<file path="src/rtl/param_dm_cache.sv">
// Direct-mapped, write-back, write-allocate data cache with one word per line.
// Loads that hit return data combinationally. Misses stall the CPU while a
// registered req/ack port first writes back the dirty victim line (if there
// is one) and then refills the line. Hit and miss counters saturate.
module param_dm_cache #(
  parameter int ADDR_W  = 8,
  parameter int DATA_W  = 32,
  parameter int INDEX_W = 4,
  parameter int CNT_W   = 16
) (
  input  logic              clk,
  input  logic              rst,
  input  logic              chipSel,
  input  logic              write,
  input  logic [ADDR_W-1:0] addr,
  input  logic [DATA_W-1:0] wdata,
  output logic [DATA_W-1:0] rdata,
  output logic              miss,
  output logic              mem_req,
  output logic              mem_we,
  output logic [ADDR_W-1:0] mem_addr,
  output logic [DATA_W-1:0] mem_wdata,
  input  logic [DATA_W-1:0] mem_rdata,
  input  logic              mem_ack,
  output logic [CNT_W-1:0]  hit_cnt,
  output logic [CNT_W-1:0]  miss_cnt
);
  localparam int TAG_W = ADDR_W - INDEX_W;
  localparam int LINES = 1 << INDEX_W;

  typedef enum logic [1:0] {IDLE, WB, REFILL} state_t;

  state_t                         state_q, state_d;
  logic [LINES-1:0]               valid_q, valid_d, dirty_q, dirty_d;
  logic [LINES-1:0][TAG_W-1:0]    tag_q, tag_d;
  logic [LINES-1:0][DATA_W-1:0]   data_q, data_d;
  logic                           mem_req_q, mem_req_d, mem_we_q, mem_we_d;
  logic [ADDR_W-1:0]              mem_addr_q, mem_addr_d;
  logic [DATA_W-1:0]              mem_wdata_q, mem_wdata_d;
  logic [CNT_W-1:0]               hit_cnt_q, hit_cnt_d, miss_cnt_q, miss_cnt_d;

  logic [INDEX_W-1:0] idx;
  logic [TAG_W-1:0]   atag;
  logic               hit, ack;

  assign idx  = addr[INDEX_W-1:0];
  assign atag = addr[ADDR_W-1:INDEX_W];
  assign hit  = valid_q[idx] & (tag_q[idx] == atag);
  // An ack is only meaningful while a request is actually outstanding.
  assign ack  = mem_ack & mem_req_q;

  assign miss      = (chipSel & ~hit) | (state_q != IDLE);
  assign rdata     = hit ? data_q[idx] : '0;
  assign mem_req   = mem_req_q;
  assign mem_we    = mem_we_q;
  assign mem_addr  = mem_addr_q;
  assign mem_wdata = mem_wdata_q;
  assign hit_cnt   = hit_cnt_q;
  assign miss_cnt  = miss_cnt_q;

  // Next-state, line update and memory-port request generation.
  always_comb begin
    state_d     = state_q;
    valid_d     = valid_q;
    dirty_d     = dirty_q;
    tag_d       = tag_q;
    data_d      = data_q;
    mem_req_d   = mem_req_q;
    mem_we_d    = mem_we_q;
    mem_addr_d  = mem_addr_q;
    mem_wdata_d = mem_wdata_q;
    hit_cnt_d   = hit_cnt_q;
    miss_cnt_d  = miss_cnt_q;
    case (state_q)
      IDLE: begin
        if (chipSel) begin
          if (hit) begin
            if (write) begin
              data_d[idx]  = wdata;
              dirty_d[idx] = 1'b1;
            end
            if (hit_cnt_q != '1) hit_cnt_d = hit_cnt_q + 1'b1;
          end else begin
            if (miss_cnt_q != '1) miss_cnt_d = miss_cnt_q + 1'b1;
            mem_req_d = 1'b1;
            if (valid_q[idx] && dirty_q[idx]) begin
              // Victim is dirty: push it out before fetching the new line.
              state_d     = WB;
              mem_we_d    = 1'b1;
              mem_addr_d  = {tag_q[idx], idx};
              mem_wdata_d = data_q[idx];
            end else begin
              state_d    = REFILL;
              mem_we_d   = 1'b0;
              mem_addr_d = addr;
            end
          end
        end
      end
      WB: begin
        if (ack) begin
          // Request stays up and turns straight into the refill read.
          dirty_d[idx] = 1'b0;
          state_d      = REFILL;
          mem_we_d     = 1'b0;
          mem_addr_d   = addr;
        end
      end
      REFILL: begin
        if (ack) begin
          data_d[idx]  = mem_rdata;
          tag_d[idx]   = atag;
          valid_d[idx] = 1'b1;
          dirty_d[idx] = 1'b0;
          state_d      = IDLE;
          mem_req_d    = 1'b0;
          mem_we_d     = 1'b0;
        end
      end
      default: state_d = IDLE;
    endcase
  end

  // Control state, line status bits, memory port and counters.
  always_ff @(posedge clk) begin
    if (rst) begin
      state_q     <= IDLE;
      valid_q     <= '0;
      dirty_q     <= '0;
      mem_req_q   <= 1'b0;
      mem_we_q    <= 1'b0;
      mem_addr_q  <= '0;
      mem_wdata_q <= '0;
      hit_cnt_q   <= '0;
      miss_cnt_q  <= '0;
    end else begin
      state_q     <= state_d;
      valid_q     <= valid_d;
      dirty_q     <= dirty_d;
      mem_req_q   <= mem_req_d;
      mem_we_q    <= mem_we_d;
      mem_addr_q  <= mem_addr_d;
      mem_wdata_q <= mem_wdata_d;
      hit_cnt_q   <= hit_cnt_d;
      miss_cnt_q  <= miss_cnt_d;
    end
  end

  // Tag and data arrays carry no reset; the valid bits gate their use.
  always_ff @(posedge clk) begin
    tag_q  <= tag_d;
    data_q <= data_d;
  end
endmodule

</file>
<file path="config.mk">
export PLATFORM = sky130hd
export DESIGN_NAME = param_dm_cache
export DESIGN_NICKNAME = d
export VERILOG_FILES = /design/src/rtl/param_dm_cache.sv
export SDC_FILE = /design/constraint.sdc
export NUM_CORES = 1
export LEC_CHECK = 0
export ABC_AREA = 1
export BUFFER_PORTS_ARGS = -buffer_cell sky130_fd_sc_hd__buf_4
export CAP_MARGIN = 0
export CORE_MARGIN = 4
export CORE_UTILIZATION = 55
export DETAILED_ROUTE_END_ITERATION = 8
export PLACE_DENSITY = 0.76
export SLEW_MARGIN = 20
export SYNTH_ARGS = -nofsm -noshare
export SYNTH_HDL_FRONTEND = slang
export SYNTH_SLANG_ARGS = --single-unit
</file>
<file path="constraint.sdc">
create_clock -name clk -period 4.7 [get_ports clk]
set_input_delay 1.175 -clock clk [delete_from_list [all_inputs] [get_ports clk]]
set_output_delay 1.175 -clock clk [all_outputs]
set_load 0.01 [all_outputs]
</file>
* Word-level counts from Yosys, hierarchy flattened *
Index checks and enable logic that the tools add are counted.

storage, ports and cells
  flip-flop bits (word level) = 684
  input bits = 77
  output and inout bits = 107

cells by class
  add/sub/neg operators = 2
  $lt $le $gt $ge = 2
  equal/unequal tests = 12
  muxes and demuxes = 47
  bitwise gates (word level) = 9
  reductions and logical operators = 18

operators with widths
  cell                                                              number
  512-bit two-way mux                                               4
  512-bit bitwise mux                                               2
  512-bit case mux with 2 select lines                              1
  32-bit binary-select mux with 4-bit select                        1
  32-bit demux with 4-bit select                                    1
  32-bit two-way mux                                                3
  64-bit bitwise mux                                                1
  16-bit two-way mux                                                4
  16-bit by 1-bit adder with 16-bit output (second input constant)  2
  8-bit two-way mux                                                 4
  16-bit != test (second input constant)                            2
  16-bit OR                                                         2
  16-bit case mux with 2 select lines                               1
  4-bit AND reduction                                               7
  16-bit bitwise AND                                                1
  4-bit binary-select mux with 4-bit select                         1
  4-bit demux with 4-bit select                                     1
  16-bit inverter                                                   1
  8-bit case mux with 2 select lines                                1
  2-bit != test (second input constant)                             6
  2-bit two-way mux                                                 5
  5-bit AND reduction                                               2
  1-bit two-way mux                                                 9
  1-bit binary-select mux with 4-bit select                         2
  other kinds (18)                                                  26

* Logic depth before layout (Yosys ltp) *
Gate-level depths: netlist (run 1).

  depth after elaboration = 9
  mapped depth = 20
  gate-level depth less buffers = 18

* Least setup slack after synthesis (run 1) *
Ideal clock, no wire load.

  path type = in2reg
  start = input addr[1]
  end = register data_q[0] in the netlist's numbering (enable)
  setup time = 421 ps
  arrival = 4111 ps
  required time = 4279 ps
  setup slack = 167 ps
  stages on the path = 16
  path buffers = 3
  cells stage by stage = buf_4 -> nor2_1 -> buf_2 -> nand2_1 -> nand3_1 -> nand2_1 -> nand2_1 -> nor2_1 -> nand2_1 -> nand2_1 -> nor2_8 -> nand2_8 -> nand2_4 -> nand3b_4 -> buf_4 -> nor2_1

on the way
  cells in the longest elaborated chain, start to end = 6

RTL lines
  item                                       line  source
  start: declaration                         15    input logic [ADDR_W-1:0] addr,
  4-bit binary-select mux with 4-bit select  48    assign hit = valid_q[idx] & (tag_q[idx] == atag);
  4-bit two-way mux (implied by the code)    48
  4-bit == test                              48
  1-bit bitwise AND (*)                      48
  2-bit != test (no source line) (*)         -
  5-bit AND reduction (no source line) (*)   -
  end signal: assignment                     152   data_q <= data_d;
  end: declaration                           36    logic [LINES-1:0][DATA_W-1:0] data_q, data_d;

Every way passes the cells marked *; elsewhere a longest branch is shown, timed or not. The select of a mux whose other input is x is not followed.
A chain may end at the register's enable or synchronous reset.

* Worst setup path in the final report (run 1) *
  start = input addr[0]
  end = output rdata[18]

on the way
  cells in the longest elaborated chain, start to end = 5

RTL lines
  item                                       line  source
  4-bit binary-select mux with 4-bit select  48
  4-bit two-way mux (implied by the code)    48
  4-bit == test                              48
  1-bit bitwise AND                          48
  32-bit two-way mux (*)                     53    assign rdata = hit ? data_q[idx] : '0;
  end: declaration                           17    output logic [DATA_W-1:0] rdata,

Marked as above.

==> flow_metrics.env, run 1 <==
export IMPL_status="finished, final reports clean"
export IMPL_antenna_cells_inserted=0
export IMPL_finalClockSkew_ns=0.0229
export IMPL_grt_total_usage_pct=29.0
export IMPL_fin_total_pwr_mw=14.7
export IMPL_io_pins=184
export IMPL_fmax_mhz=220
export IMPL_start_kind="input port"
export IMPL_cellPowerDensity_mw_per_mm2=418
export IMPL_ant_nets=0
export IMPL_critPathRequiredTime_ns=3.52
export IMPL_syn_to_final_growth_pct=16.8
export IMPL_firstDrtPassIters=8
export IMPL_crit_path_max_incr_delay_ns=0.61
export IMPL_path_max_fanout=71
export IMPL_finalMaxSlewViolations=0
export IMPL_gr_total_overflow=0
export IMPL_cts_buffer_depth=3
export IMPL_io_buffer_count=183
export IMPL_synth_main_ff_cell="edfxtp_1"
export IMPL_synth_top_area_share_pct=57.6
export IMPL_hold_buffers=0
export IMPL_clock_latency_ns=0.61
export IMPL_clkSinkCount=684
export IMPL_root_buffer="clkbuf_16"
export IMPL_hold_viol=0
export IMPL_synthTopCellsByCount="716 x nor2_1, 576 x edfxtp_1, 515 x nand2_1, 172 x clkbuf_1, 171 x nand3_1"
export IMPL_synthCells=2966
export IMPL_crit_top_cell="buf_4"
export IMPL_htreeDepth=3
export IMPL_power_leakage_nw=12.3
export IMPL_rsz0062_at_grt="false"
export IMPL_place_detailed_hpwl_mm=50.5
export IMPL_ctsResizeCount=0
export IMPL_cts_setup_buffers=0
export IMPL_finalWirelength_mm=87.2
export IMPL_finalSetupTns_ns=0
export IMPL_syn_area_mm2=0.0300
export IMPL_fp_row_count=85
export IMPL_grt_max_degree=130
export IMPL_min_period_ns=4.54
export IMPL_drc=0
export IMPL_fillCellCount=3978
export IMPL_crit_slowest_cell="nor4_1"
export IMPL_worstMarginPinSlew_ns=1.09
export IMPL_yosys_top_cells_area="edfxtp_1 58%, nor2_1 9.0%, dfxtp_1 7.2%"
export IMPL_setup_viol=0
export IMPL_post_synth_top_area_cell="edfxtp_1"
export IMPL_tritoncts="yes"
export IMPL_period_share_pct=96.5
export IMPL_fin_area_mm2=0.0350
export IMPL_vias=23700
export IMPL_critPathTopFamily="simple AND/OR/NAND/NOR gates"
export IMPL_first_global_vias=23200
export IMPL_die_x_um=242
export IMPL_die_area_mm2=0.0584
export IMPL_seq_area_frac_synth_pct=64.8
export IMPL_first_iter_violations=3130
export IMPL_synthArstFlopShare_pct=0
export IMPL_arrival_ns=3.36
export IMPL_cap_violations=0
export IMPL_endpoint_kind="output port"
export IMPL_nets=3215
export IMPL_grt_pass1_wl_mm=133
export IMPL_wl_per_cell_um=22.4
export IMPL_ys_warnings_count=0
export IMPL_min_path_type="flip-flop to flip-flop"
export IMPL_drive_gt1_share_pct=14.8
export IMPL_die_h_um=242
export IMPL_clk_pin_slew_worst_paths_ns=0.06
export IMPL_cp_cell_sequence="buf_4, buf_4, nor2_4, buf_12, a22oi_1, a31oi_1, nor4_1, nor2_1, buf_4"
export IMPL_yosysMostFrequentCell="nor2_1"
export IMPL_core_area_mm2=0.0539
export IMPL_setup_ws_ns=0.164
export IMPL_gp_congestion=0.888
export IMPL_max_slew_margin_pct=27.1
export IMPL_synth_cell_types=39
export IMPL_dpl_instance_area_mm2=0.0327
export IMPL_antenna_found_initial=1
export IMPL_critPathKind="input port to output port"
export IMPL_avgSynthCellArea_um2=10.1
export IMPL_numCtsBuffers=71
export IMPL_crit_buf_inv=4
export IMPL_postSynthNetCount=3048
export IMPL_vias_per_cell=6.09
export IMPL_hold_slack_ns=0.482
export IMPL_peakVddDrop_v=0.000431
export IMPL_ys_ff_latch=684
export IMPL_dpl_worst_slack_ns=0.184
export IMPL_synth_edf_count=576
export IMPL_initial_core_util_pct=55.6
[stage by stage]
step	instances	utilization, %
6_report	3888	65.0
5_1_grt	3888	65.0
4_1_cts	3888	65.0
3_5_place_dp	3756	60.7
3_3_place_gp	3756	60.7
2_1_floorplan	2966	-
[layer usage]
metal,track usage (%),wire [µm]
met3,5.56,10200
met1,37.2,31400
met5,0.572,41
met4,12.3,3770
met2,48.5,41800
[report_power, final]
part | total (mW) | internal [mW] | switching [mW] | leakage (nW)
clock | 5.60 | 3.28 | 2.32 | 1.16
combinational | 2.27 | 0.667 | 1.60 | 5.51
sequential | 6.79 | 6.72 | 0.0695 | 5.63
total | 14.7 | 10.7 | 4.00 | 12.3
[sequential cells by signal (all words and copies together), names as in the netlist, named ones only]
register   cells
data_q       512
hit_cnt       16
mem_addr       8
mem_req        1
mem_wdata     32
mem_we         1
miss_cnt      16
state_q        2
tag_q         64
valid_q       16
[path summary, 6_finish.rpt]
kind / startpoint / endpoint / slack (ns) / cells after the start
worst max-delay path: addr[0] / rdata[18] / 0.16 / 9
worst min-delay path: valid_q[14] / valid_q[14] / 0.48 / 2
worst max register to register: tag_q[27] / data_q[142] / 1.73 / 15
worst min register to register: valid_q[14] / valid_q[14] / 0.48 / 2
[cell usage in the layout (no fill, tap or decap), types with 18 or more instances in the layout]
cell,count
nor2_1,699
edfxtp_1,576
nand2_1,514
buf_4,287
nand3_1,171
a22oi_1,128
a31oi_1,128
inv_1,126
dfxtp_1,108
clkbuf_16,75
nor4_1,39
a21oi_1,33
nor2b_1,32
mux2i_1,29
nand4_1,28
buf_12,23
nor2_4,20
xor2_1,19
clkinv_1,18
clkinv_2,18
[final cells by class]
type                    count  area (µm²)  area share, %
clock inverters            33         280          0.800
flip-flops and latches    684       19500           55.5
inverters                 153         574           1.64
multi-input cells        1913        9200           26.3
repair buffers            310        2620           7.46
clock buffers              99        2050           5.84
well taps                 696         871           2.48
[worst register-to-register path: cells and delay by family, from the launching register on]
family	cells	cell delay, ns
buffers and inverters	2	0.68
flip-flops	1	0.38
AND/OR/NAND/NOR	12	1.41
AO/OA/AOI/OAI	1	0.16
[logic make-up after synthesis]
group / synth area share [%]
mux: 1.07
compound gates: 6.96
flops: 64.8
xor+xnor: 0.701
buf+inv: 4.99
simple gates: 21.2
fa+ha+maj: 0.208
Power figures use the tool's default switching activity.
==> inputs of run 2 (changes only) <==
- BUFFER_PORTS_ARGS: -buffer_cell sky130_fd_sc_hd__buf_4 -> default
- CORE_UTILIZATION: 55 -> 58
- DONT_BUFFER_PORTS: default -> 1
==> run 2 against run 1 <==
Against the previous run:
- sequential cell count did not move
- die area fell by 5.0%
- clock skew barely moved
- combinational power fell by 11%
- worst hold slack got worse by 0.0080 ns
- register-to-register slack got worse by 0.05 ns
- utilization rose by 0.73 points
- non-clock buffer count fell by 162
- via count fell by 2.7%
- count of clock-buffer cells in the layout fell by 7
==> flow_metrics.env, run 2 (same netlist as run 1, synthesis figures left out) <==
export IMPL_hold_viol=0
export IMPL_numCtsBuffers=71
export IMPL_die_h_um=235
export IMPL_hold_start="valid_q[15]"
export IMPL_use_met3_pct=7.45
export IMPL_reg2reg_to="data_q[82]"
export IMPL_pwr_share_comb_pct=14.0
export IMPL_hold_buffers=0
export IMPL_finalWirelength_mm=85.6
export IMPL_crit_start="addr[0]"
export IMPL_arrival_ns=3.44
export IMPL_place_inst=3578
export IMPL_final_cell_mix="699 x nor2_1, 576 x edfxtp_1, 514 x nand2_1"
export IMPL_syn_to_final_growth_pct=12.4
export IMPL_r2r_start="tag_q[49]"
export IMPL_wl_per_cell_um=23.1
export IMPL_nets=3053
export IMPL_critPathTopFamily="simple AND/OR/NAND/NOR gates"
export IMPL_regToRegSetupSlack_ns=1.68
export IMPL_pwr_share_clk_pct=39.1
export IMPL_drive_gt1_share_pct=10.2
export IMPL_critPathKind="input port to output port"
export IMPL_final_util_pct=65.7
export IMPL_crit_path_max_incr_delay_ns=0.86
export IMPL_antenna_cells_inserted=0
export IMPL_vias=23000
export IMPL_cellPowerDensity_mw_per_mm2=430
export IMPL_largest_reg_flops=512
export IMPL_hold_path_end="valid_q[15]"
export IMPL_grt_total_usage_pct=30.1
export IMPL_io_pins=184
export IMPL_endpoint_kind="output port"
export IMPL_min_period_ns=4.61
export IMPL_cts_buffer_depth=3
export IMPL_gp_congestion=0.883
export IMPL_finalMaxSlewViolations=0
export IMPL_final_cells=3709
export IMPL_met2_usage_pct=48.6
export IMPL_r2r_cells=17
export IMPL_first_global_vias=22600
export IMPL_htreeDepth=3
export IMPL_cp_cell_sequence="inv_2, nor2_4, buf_12, a22oi_1, a31oi_1, nor4_1, nor2_1, buf_4"
export IMPL_first_iter_violations=3167
export IMPL_crit_slowest_cell="nor4_1"
export IMPL_dpl_worst_slack_ns=0.190
export IMPL_min_path_type="flip-flop to flip-flop"
export IMPL_finalSetupTns_ns=0
export IMPL_use_met1_pct=39.4
export IMPL_intPower_mw=10.6
export IMPL_peakVddDrop_v=0.000301
export IMPL_setup_viol=0
export IMPL_vias_per_cell=6.21
export IMPL_rsz0062_at_grt="false"
export IMPL_io_buffer_count=0
export IMPL_die_area_mm2=0.0554
export IMPL_path_max_fanout=166
export IMPL_ctsResizeCount=0
export IMPL_max_slew_margin_pct=34.0
export IMPL_firstDrtPassIters=6
export IMPL_regMostFlops="data_q"
export IMPL_pwr_share_seq_pct=46.9
export IMPL_root_buffer="clkbuf_16"
export IMPL_finalClockSkew_ns=0.0224
export IMPL_ant_nets=0
export IMPL_status="finished, final reports clean"
export IMPL_cts_setup_buffers=0
export IMPL_busiest_layer="met2"
export IMPL_switching_share_pct=27.1
export IMPL_place_detailed_hpwl_mm=48.7
export IMPL_power_leakage_nw=11.4
export IMPL_clock_latency_ns=0.62
export IMPL_worstMarginPinSlew_ns=0.982
export IMPL_final_common_cell="nor2_1"
export IMPL_fin_total_pwr_mw=14.5
export IMPL_crit_buf_inv=3
export IMPL_period_share_pct=98.1
export IMPL_grt_max_degree=167
export IMPL_clk_pin_slew_worst_paths_ns=0.06
export IMPL_tritoncts="yes"
export IMPL_grt_pass1_wl_mm=131
export IMPL_whs_path_depth=2
export IMPL_clkSinkCount=684
export IMPL_switchingPower_mw=3.93
export IMPL_initial_core_util_pct=58.5
export IMPL_fmax_mhz=217
export IMPL_antenna_found_initial=0
export IMPL_drc=0
export IMPL_gr_total_overflow=0
export IMPL_die_x_um=235
export IMPL_core_area_mm2=0.0513
export IMPL_start_kind="input port"
export IMPL_critPathRequiredTime_ns=3.52
export IMPL_setup_ws_ns=0.0891
export IMPL_cap_violations=0
export IMPL_fp_row_count=83
## run 2: layout make-up
class	count	area, µm²
clock buffers	92	1920
clock inverters	39	443
fillers	3755	17600
inverters	153	576
multi-input cells	1913	9200
flip-flops and latches	684	19500
well taps	680	851
repair buffers	148	1270
## run 2: how the worst max path moves through the flow
stage | endpoint | slack (ns) | depth (start not counted)
floorplan | data_q[0] | 0.17 | 16
global placement | rdata[29] | 0.24 | 8
detailed placement | rdata[29] | 0.19 | 8
CTS | rdata[29] | 0.19 | 8
global route | rdata[29] | 0.008 | 8
finish | rdata[29] | 0.09 | 8
## run 2: power by group through the flow
stage          registers, mW  logic [mW]  clock network [mW]
5_1_grt                 6.82        2.19                5.98
6_report                6.81        2.03                5.67
3_3_place_gp            6.93        1.92                   0
4_1_cts                 6.81        1.98                5.72
2_1_floorplan           6.92        1.40                   0
3_5_place_dp            6.94        1.97                   0
## run 2: worst register-to-register path, delay by kind of cell (launching register included)
family,cells,cell delay (ns)
AND/OR/NAND/NOR,14,1.51
flip-flops,1,0.41
buffers and inverters,3,0.77
## run 2: per-stage QoR
step / cell area (µm²) / hold WS, ns
finish: 33700 / 0.474
global route: 33700 / 0.490
CTS: 33700 / 0.477
detailed placement: 31300 / 0.462
global placement: 31300 / 0.449
floorplan: 30000 / 0.440
## run 2: per-layer routing
metal  wire length, µm  part of all wire (%)
met5                 0                     0
met4              3650                   4.3
met3             11800                    14
met2             40300                    47
met1             30000                    35
